[config.mk]
export PLATFORM = sky130hd
export DESIGN_NAME = fetch_stage
export DESIGN_NICKNAME = d
export VERILOG_FILES = /design/src/rtl/fetch_pkg.sv /design/src/rtl/fetch_queue.sv /design/src/rtl/fetch_stage.sv
export SDC_FILE = /design/constraint.sdc
export NUM_CORES = 1
export LEC_CHECK = 0
export BUFFER_PORTS_ARGS = -buffer_cell sky130_fd_sc_hd__buf_4
export CAP_MARGIN = 0
export CORE_MARGIN = 2
export CORE_UTILIZATION = 40
export DETAILED_ROUTE_END_ITERATION = 12
export PLACE_DENSITY = 0.63
export SLEW_MARGIN = 20
export SYNTH_ARGS = -nofsm -noshare
export SYNTH_HDL_FRONTEND = slang
export SYNTH_SLANG_ARGS = --single-unit
[constraint.sdc]
create_clock -name clk -period 3.8 [get_ports clk]
set_clock_uncertainty 0.2 [all_clocks]
set_input_delay 0.38 -clock clk [delete_from_list [all_inputs] [get_ports clk]]
set_output_delay 0.38 -clock clk [all_outputs]
set_load 0.05 [all_outputs]
[src/rtl/fetch_pkg.sv]
// fetch_pkg: shared constants and the default queue-entry layout for the
// instruction-fetch front end.
package fetch_pkg;

  localparam int INSTR_W  = 32;
  localparam int XLEN_DEF = 32;
  localparam int PC_STEP  = 4;

  // One buffered fetch: the instruction word tagged with its PC.
  typedef struct packed {
    logic [XLEN_DEF-1:0] pc;
    logic [INSTR_W-1:0]  instr;
  } fetch_entry_t;

endpackage

[src/rtl/fetch_queue.sv]
// fetch_queue: small synchronous FIFO with registered occupancy and a
// single-cycle flush. DEPTH must be a power of two so the pointers wrap
// naturally.
module fetch_queue #(
  parameter int DEPTH = 4,
  parameter int W     = 64
) (
  input  logic                   clk,
  input  logic                   rst_n,
  input  logic                   flush,
  input  logic                   push,
  input  logic [W-1:0]           push_data,
  input  logic                   pop,
  output logic [W-1:0]           head,
  output logic [$clog2(DEPTH):0] count
);

  localparam int AW = $clog2(DEPTH);

  logic [W-1:0]  mem [DEPTH];
  logic [AW-1:0] wr_ptr;
  logic [AW-1:0] rd_ptr;

  // Pointer and occupancy bookkeeping; flush overrides any push/pop.
  always_ff @(posedge clk or negedge rst_n) begin
    if (!rst_n) begin
      wr_ptr <= '0;
      rd_ptr <= '0;
      count  <= '0;
    end else if (flush) begin
      rd_ptr <= wr_ptr;
      count  <= '0;
    end else begin
      if (push) wr_ptr <= wr_ptr + AW'(1);
      if (pop)  rd_ptr <= rd_ptr + AW'(1);
      case ({push, pop})
        2'b10:   count <= count + 1'b1;
        2'b01:   count <= count - 1'b1;
        default: ;
      endcase
    end
  end

  // Entry storage; contents need no reset because count gates validity.
  always_ff @(posedge clk) begin
    if (push && !flush) mem[wr_ptr] <= push_data;
  end

  assign head = mem[rd_ptr];

endmodule

[src/rtl/fetch_stage.sv]
// fetch_stage: PC owner and instruction-fetch front end. Keeps at most one
// memory request in flight, buffers responses with their PCs in a queue and
// hands them to decode over valid/ready. A redirect flushes the queue and
// marks any still-pending response to be discarded.
// Optional build macro FETCH_PERF_EN adds pop/flush event counters.
module fetch_stage
  import fetch_pkg::*;
#(
  parameter int              XLEN     = 32,
  parameter int              QDEPTH   = 4,
  parameter logic [XLEN-1:0] RESET_PC = '0
) (
  input  logic               clk,
  input  logic               rst_n,
  output logic               imem_req,
  output logic [XLEN-1:0]    imem_addr,
  input  logic               imem_ready,
  input  logic               imem_rvalid,
  input  logic [INSTR_W-1:0] imem_rdata,
  input  logic               redirect,
  input  logic [XLEN-1:0]    redirect_pc,
  output logic               out_valid,
  input  logic               out_ready,
  output logic [INSTR_W-1:0] out_instr,
  output logic [XLEN-1:0]    out_pc,
  output logic [XLEN-1:0]    out_pcplus4
`ifdef FETCH_PERF_EN
  ,
  output logic [31:0]        perf_fetched,
  output logic [31:0]        perf_flushed
`endif
);

  localparam int CW = $clog2(QDEPTH) + 1;
  localparam int EW = XLEN + INSTR_W;

  logic [XLEN-1:0] pc;
  logic [XLEN-1:0] pend_pc;
  logic [XLEN-1:0] redirect_aligned;
  logic            outstanding;
  logic            drop;
  logic [CW-1:0]   occ;
  logic [EW-1:0]   head;
  logic            room;
  logic            accept;
  logic            resp;
  logic            push;
  logic            pop;

  // Room check uses the registered count: a same-cycle pop frees nothing,
  // and an outstanding request still reserves a slot in its response cycle.
  assign room      = (32'(occ) + 32'(outstanding)) < 32'(QDEPTH);
  assign imem_req  = rst_n & ~redirect & (~outstanding | imem_rvalid) & room;
  assign imem_addr = pc;
  assign accept    = imem_req & imem_ready;
  assign resp      = imem_rvalid & outstanding;
  assign push      = resp & ~drop & ~redirect;
  assign out_valid = (occ != '0);
  assign pop       = out_valid & out_ready & ~redirect;

  assign redirect_aligned = redirect_pc & ~XLEN'(3);

  // Program counter and the PC of the request currently in flight.
  always_ff @(posedge clk or negedge rst_n) begin
    if (!rst_n) begin
      pc      <= RESET_PC;
      pend_pc <= RESET_PC;
    end else begin
      if (redirect)    pc <= redirect_aligned;
      else if (accept) pc <= pc + XLEN'(PC_STEP);
      if (accept) pend_pc <= pc;
    end
  end

  // Single-outstanding tracking; drop marks a response orphaned by redirect.
  always_ff @(posedge clk or negedge rst_n) begin
    if (!rst_n) begin
      outstanding <= 1'b0;
      drop        <= 1'b0;
    end else begin
      if (accept)    outstanding <= 1'b1;
      else if (resp) outstanding <= 1'b0;
      if (redirect && outstanding && !imem_rvalid) drop <= 1'b1;
      else if (resp)                               drop <= 1'b0;
    end
  end

  fetch_queue #(
    .DEPTH (QDEPTH),
    .W     (EW)
  ) u_queue (
    .clk       (clk),
    .rst_n     (rst_n),
    .flush     (redirect),
    .push      (push),
    .push_data ({pend_pc, imem_rdata}),
    .pop       (pop),
    .head      (head),
    .count     (occ)
  );

  assign out_pc      = head[EW-1:INSTR_W];
  assign out_instr   = head[INSTR_W-1:0];
  assign out_pcplus4 = out_pc + XLEN'(PC_STEP);

`ifdef FETCH_PERF_EN
  // Event counters: pops, and everything a redirect throws away (queued
  // entries plus an in-flight response not already marked for dropping).
  always_ff @(posedge clk or negedge rst_n) begin
    if (!rst_n) begin
      perf_fetched <= '0;
      perf_flushed <= '0;
    end else begin
      if (pop)      perf_fetched <= perf_fetched + 32'd1;
      if (redirect) perf_flushed <= perf_flushed + 32'(occ) + 32'(outstanding & ~drop);
    end
  end
`endif

endmodule

# Yosys cells after proc, flatten, opt, wreduce, memory -nomap -nowiden

Memories as Yosys holds them, arrays and structs flattened.
Index checks and enable logic that the tools add are counted.

Register bits after elaboration: 73
RAM bits: 256
Bits of input ports: 70
Output and inout bits: 130
Logic and storage cells: 54
Memories: 1

Add/sub/neg operators: 7
Magnitude comparators: 1
Equality and inequality tests: 2
Multiplexer cells: 11
Bitwise operators: 13
Reduce and logical (&&, ||, !) cells: 12

Memories:

| memory      | words | width | rd ports | clocked after memory_dff | wr ports | line              | text |
|---|---|---|---|---|---|---|---|
| u_queue.mem | 4     | 64    | 1        | 0                        | 1        | fetch_queue.sv:20 | `logic [W-1:0] mem [DEPTH];` |

Operators with widths:

| operator                                                                      | number |
|---|---|
| 32-bit by 3-bit adder with 32-bit output (second input constant)              | 2 |
| 32-bit 2-to-1 mux                                                             | 2 |
| 1-bit bitwise AND                                                             | 9 |
| 2-bit nonzero test                                                            | 4 |
| 3-bit case mux with 2 select lines                                            | 1 |
| 3-bit nonzero test                                                            | 2 |
| 1-bit 2-to-1 mux                                                              | 5 |
| 2-bit by 1-bit adder with 2-bit output (second input constant)                | 2 |
| 3-bit by 1-bit adder with 4-bit output                                        | 1 |
| 4-bit by 3-bit less-than comparator with 1-bit output (second input constant) | 1 |
| 2-bit 2-to-1 mux                                                              | 2 |
| 3-bit by 1-bit adder with 3-bit output (second input constant)                | 1 |
| 1-bit logical AND                                                             | 3 |
| 3-bit 2-to-1 mux                                                              | 1 |
| 1-bit NOT                                                                     | 3 |
| 3-bit by 1-bit subtractor with 3-bit output (second input constant)           | 1 |
| 2-bit by 1-bit == test with 1-bit output (second input constant)              | 1 |
| 2-bit == test (second input constant)                                         | 1 |
| 1-bit logical NOT                                                             | 2 |
| 2-bit AND reduction                                                           | 1 |
| 1-bit OR                                                                      | 1 |

# Depth between registers and ports, before layout

Depth in word-level cells: 7
Depth in mapped cells: 8
Gate-level depth less buffers: 7

# Cells and area by module

Synthesis repeated with hierarchy kept, for this count alone.

Cell total of the unflattened synthesis: 818
Area total of the unflattened synthesis: 13265.2 um2

By module, submodules not included:

| module      | times used | cells an instance | area each (um2) | sequential area each (um2) |
|---|---|---|---|---|
| fetch_queue | 1          | 375               | 9653.0          | 7862.5 |
| fetch_stage | 1          | 443               | 3612.2          | 1551.5 |

# Worst setup path after synthesis

OpenSTA, ideal clock, no wires.

Path kind: register -> output
From: register u_queue.rd_ptr[0]
To: output out_pcplus4[24]
Arrival: 3197 ps
Required time: 3220 ps
Slack: 23 ps
Stages on the path, launching flop included: 9
Buffers on the path: 2
Cell sequence: dfrtp_1 > buf_6 > buf_12 > mux4_1 > ha_1 > and4_1 > nor4b_4 > nand3_1 > xnor2_1

Cells in the longest elaborated chain, start to end: 2

Ends and longest elaborated chain:

| what                                     | line               | text |
|---|---|---|
| start, declared                          | fetch_queue.sv:22  | `logic [AW-1:0] rd_ptr;` |
| start signal, assigned                   | fetch_queue.sv:31  | `rd_ptr <= wr_ptr;` |
| start signal, assigned                   | fetch_queue.sv:35  | `if (pop) rd_ptr <= rd_ptr + AW'(1);` |
| memory read 4 x 64 bit                   | --                 |  |
| via out_pc[3]                            | fetch_stage.sv:25  | `output logic [XLEN-1:0] out_pc,` |
| 32-bit by 3-bit adder with 32-bit output | fetch_stage.sv:104 | `assign out_pcplus4 = out_pc + XLEN'(PC_STEP);` |
| end, declared                            | fetch_stage.sv:26  | `output logic [XLEN-1:0] out_pcplus4` |

The timed path passes the listed nets, and every way through them passes these cells.

# Final worst setup path

From: register u_queue.rd_ptr[0]
To: output out_pcplus4[31]

Cells in the longest elaborated chain, start to end: 2

Ends and longest elaborated chain:

| what                                     | line |
|---|---|
| memory read 4 x 64 bit                   | -- |
| 32-bit by 3-bit adder with 32-bit output | fetch_stage.sv:104 |

No other way between the ends.

==> metrics.csv <==
stage,metric,value,unit
outcome,status,"complete, no violations",
sta,f_max,275,MHz
floorplan,Die H,185,um
routing,Pre-Repair DR Iteration Count,5,
placed_design,HPWL after DPL,18700,um
synth,Synthesis Warnings,0,
power,Power Total,13.1,mW
routing,residual DRC count,0,
routing,Routed Wire Length,28800,um
routing,total number of vias,8016,
setup_path,Crit path largest cell delay,0.68,ns
clock_tree,worst-case clock buffer depth,3,
setup_path,CP cell instances,buf_12 -> mux4_1 -> and4_1 -> and2_0 -> nand3_1 -> xnor2_1 -> buf_4,
sta,setup TNS,0,ns
synth,Most used DFF post-synth,edfxtp_1,
routing,Post-DRT Antenna Nets,0,
sta,"Slew Viols, Final",0,
power,Int Pwr,7.91,mW
grt,number of global-route vias before repair,8027,
placed_design,port bufs,191,
synth,synth unique cells,55,
routing,drt via density,5.16,
min_path,worst min-delay path category,input port to flop,
run,Max Cap Viol,0,
power,LEAKAGE,6.39,nW
synth,Synth area leader,edfxtp_1,
grt,global-route wire length before repair,44900,um
routing,Initial DRC Count,685,
floorplan,FP Rows,66,
power,switching share of total power,0.395,
synth,sequential area share after synthesis,0.698,
setup_path,Worst path slowest cell,mux4_1,
sta,min Tclk post-route,3.63,ns
synth,top post-synthesis cells by count,"edfxtp_1, nand2_1, dfrtp_1, mux4_2, o21ai_0",
synth,Synth top area share,0.566,
setup_path,Top delay family on crit path,simple AND/OR/NAND/NOR gates,
sta,Setup Viol. Count Final,0,
sta,endpoints failing hold,0,
power,combinational share of power,0.402,
sta,max_slew headroom,0.342,
grt,GRT overflow,0,
sta,worst-margin pin slew,0.983,ns
setup_path,"Arr. time, crit path",3.05,ns
power,Peak VDD IR,466,uV
setup_path,crit path kind,flop to output pin,
synth,most common cell in the netlist,edfxtp_1,
setup_path,crit path buf inv count,2,
cells_and_area,layout cells sized above 1,0.292,
synth,Post-Syn Area,13200,um2
clock_tree,CTS Sinks,317,
clock_tree,CTS tree,yes,
clock_tree,clk root buf,clkbuf_16,
setup_path,critical path launch point type,flop,
power,Net Switching,5.16,mW
synth,Seq cells post-synth,317,
grt,initial antenna violation count,0,
clock_tree,total CTS buffers,35,
floorplan,effective utilization at floorplan,0.405,
cells_and_area,nets,1164,
power,Reg power frac,0.345,
power,Power Dens Cells,770,nW/um2
clock_tree,H-Tree Depth,2,
synth,post-synthesis async set-or-reset flop share,0.218,
floorplan,Die Wd,185,um
floorplan,Die ar.,34300,um2
synth,"EDFF count, synth",248,
routing,drt wl/cell,18.5,um
grt,GRT Overall Usage,0.168,
floorplan,# IOs,200,
placed_design,RePlAce Congestion,0.800,
synth,Area contributors post-synth,"edfxtp_1, dfrtp_1, mux4_2",
cells_and_area,final cell count without fillers,1553,
setup_path,largest fanout of any net on the critical path,18,
sta,RSZ-0062 raised after global routing,no,
setup_path,CP required,3.22,ns
clock_tree,clk slew on worst S/H paths,0.06,ns
sta,Final Cycle Share,0.956,
cells_and_area,# fillers,2716,
placed_design,placed insts,1423,
grt,largest net degree at the start of global routing,63,
synth,synthesized instance count,809,
setup_path,Critical Path End Type,output pin,
power,clock share of power,0.252,
cells_and_area,Layout area overhead,29.1,%
cells_and_area,# diodes,0,
floorplan,core region area,32500,um2
clock_tree,later-pin clock latency in the skew report,0.50,ns
synth,Mean Syn Cell Area,16.3,um2
## final cells by class
cell class              count  area [um2]  share of cell area
clock buffers              42         955              0.0562
clock inverters            19         184              0.0108
inverters                   8        30.0             0.00177
multi-input cells         446        3760               0.221
flip-flops and latches    317        9180               0.541
well taps                 442         553              0.0326
repair buffers            279        2320               0.136
## cell usage in the layout (no fill, tap or decap), types with 4 or more instances in the layout
cell,Yosys,routed
edfxtp_1,248,248
buf_4,8,210
nand2_1,133,133
dfrtp_1,69,67
dlygate4sd3_1,0,64
mux4_2,41,42
clkbuf_16,0,37
o21ai_0,32,32
xnor2_1,29,29
nand3_1,26,26
mux4_1,21,20
nor2_1,15,15
nor3_1,13,13
and3_1,11,11
a221o_1,10,10
and4_1,9,9
and2_1,13,9
a21oi_1,9,9
nand4_1,8,8
inv_1,8,8
nor4_1,8,8
xor2_1,7,7
o311ai_0,7,7
ha_1,6,6
conb_1,1,6
clkinv_2,0,6
buf_12,1,5
or3_1,4,4
clkbuf_1,21,4
clkinv_1,0,4
## flip-flops by register name, summed over array words and instances, names as in the netlist
name,cells
imem_addr,30
pend_pc,30
outstanding,1
drop,1
u_queue.rd_ptr,2
u_queue.mem,248
u_queue.count,3
u_queue.wr_ptr,2
## logic make-up after synthesis
group / synth area share
adder cells (fa/ha/maj): 0.00723
buffers and inverters: 0.0200
flip-flops: 0.698
other: 0.000285
AO/OA/AOI/OAI: 0.0390
multiplexers: 0.113
XOR/XNOR: 0.0240
AND/OR/NAND/NOR: 0.0990
## what timing repair did
| action | CTS | global route |
|---|---|---|
| buffers inserted | 0 | 5 |
| gates resized for setup | 0 | 2 |
| hold buffers | 64 | 0 |
| setup endpoints to repair | 0 | 5 |
| hold endpoints to repair | 196 | 0 |
## power by group through the flow
| stage | clock (mW) | combinational, mW | sequential, mW |
|---|---|---|---|
| floorplan | 0 | 3.70 | 4.52 |
| detailed placement | 0 | 5.21 | 4.60 |
| CTS | 3.38 | 5.27 | 4.53 |
| finish | 3.30 | 5.26 | 4.52 |
| global placement | 0 | 5.18 | 4.57 |
| global route | 3.54 | 5.55 | 4.58 |
## path summary, 6_finish.rpt
kind	from	to	slack [ns]	cells past startpoint
max reg2reg	outstanding	u_queue.mem[3][4]	1.24	5
max in group asynchronous	rst_n	u_queue.rd_ptr[0]	2.31	3
min reg2reg	outstanding	drop	0.29	1
min in group asynchronous	rst_n	imem_addr[22]	0.19	2
max	u_queue.rd_ptr[0]	out_pcplus4[31]	0.17	7
min	redirect	u_queue.count[0]	0.04	2
## per-stage QoR
| step | cell area [um2] | utilization | setup slack [ns] | hold slack, ns |
|---|---|---|---|---|
| finish | 17000 | 0.523 | 0.166 | 0.0365 |
| global route | 17000 | 0.523 | 0.0176 | 0.0449 |
| CTS | 16900 | 0.522 | 0.0423 | 0.0174 |
| detailed placement | 15200 | 0.467 | 0.573 | 0.197 |
| global placement | 15200 | 0.467 | 0.593 | 0.192 |
| floorplan | 13200 | - | 0.0230 | -0.116 |
## routing by layer
metal / vias to the layer above / part of all wire / global-route usage
met5: - / 0 / 0
met4: 0 / 0.014 / 0.0349
met3: 35 / 0.073 / 0.0305
li1: 3710 / - / -
met1: 3971 / 0.45 / 0.241
met2: 300 / 0.46 / 0.270
No activity file was read; power rests on OpenSTA's default activity.
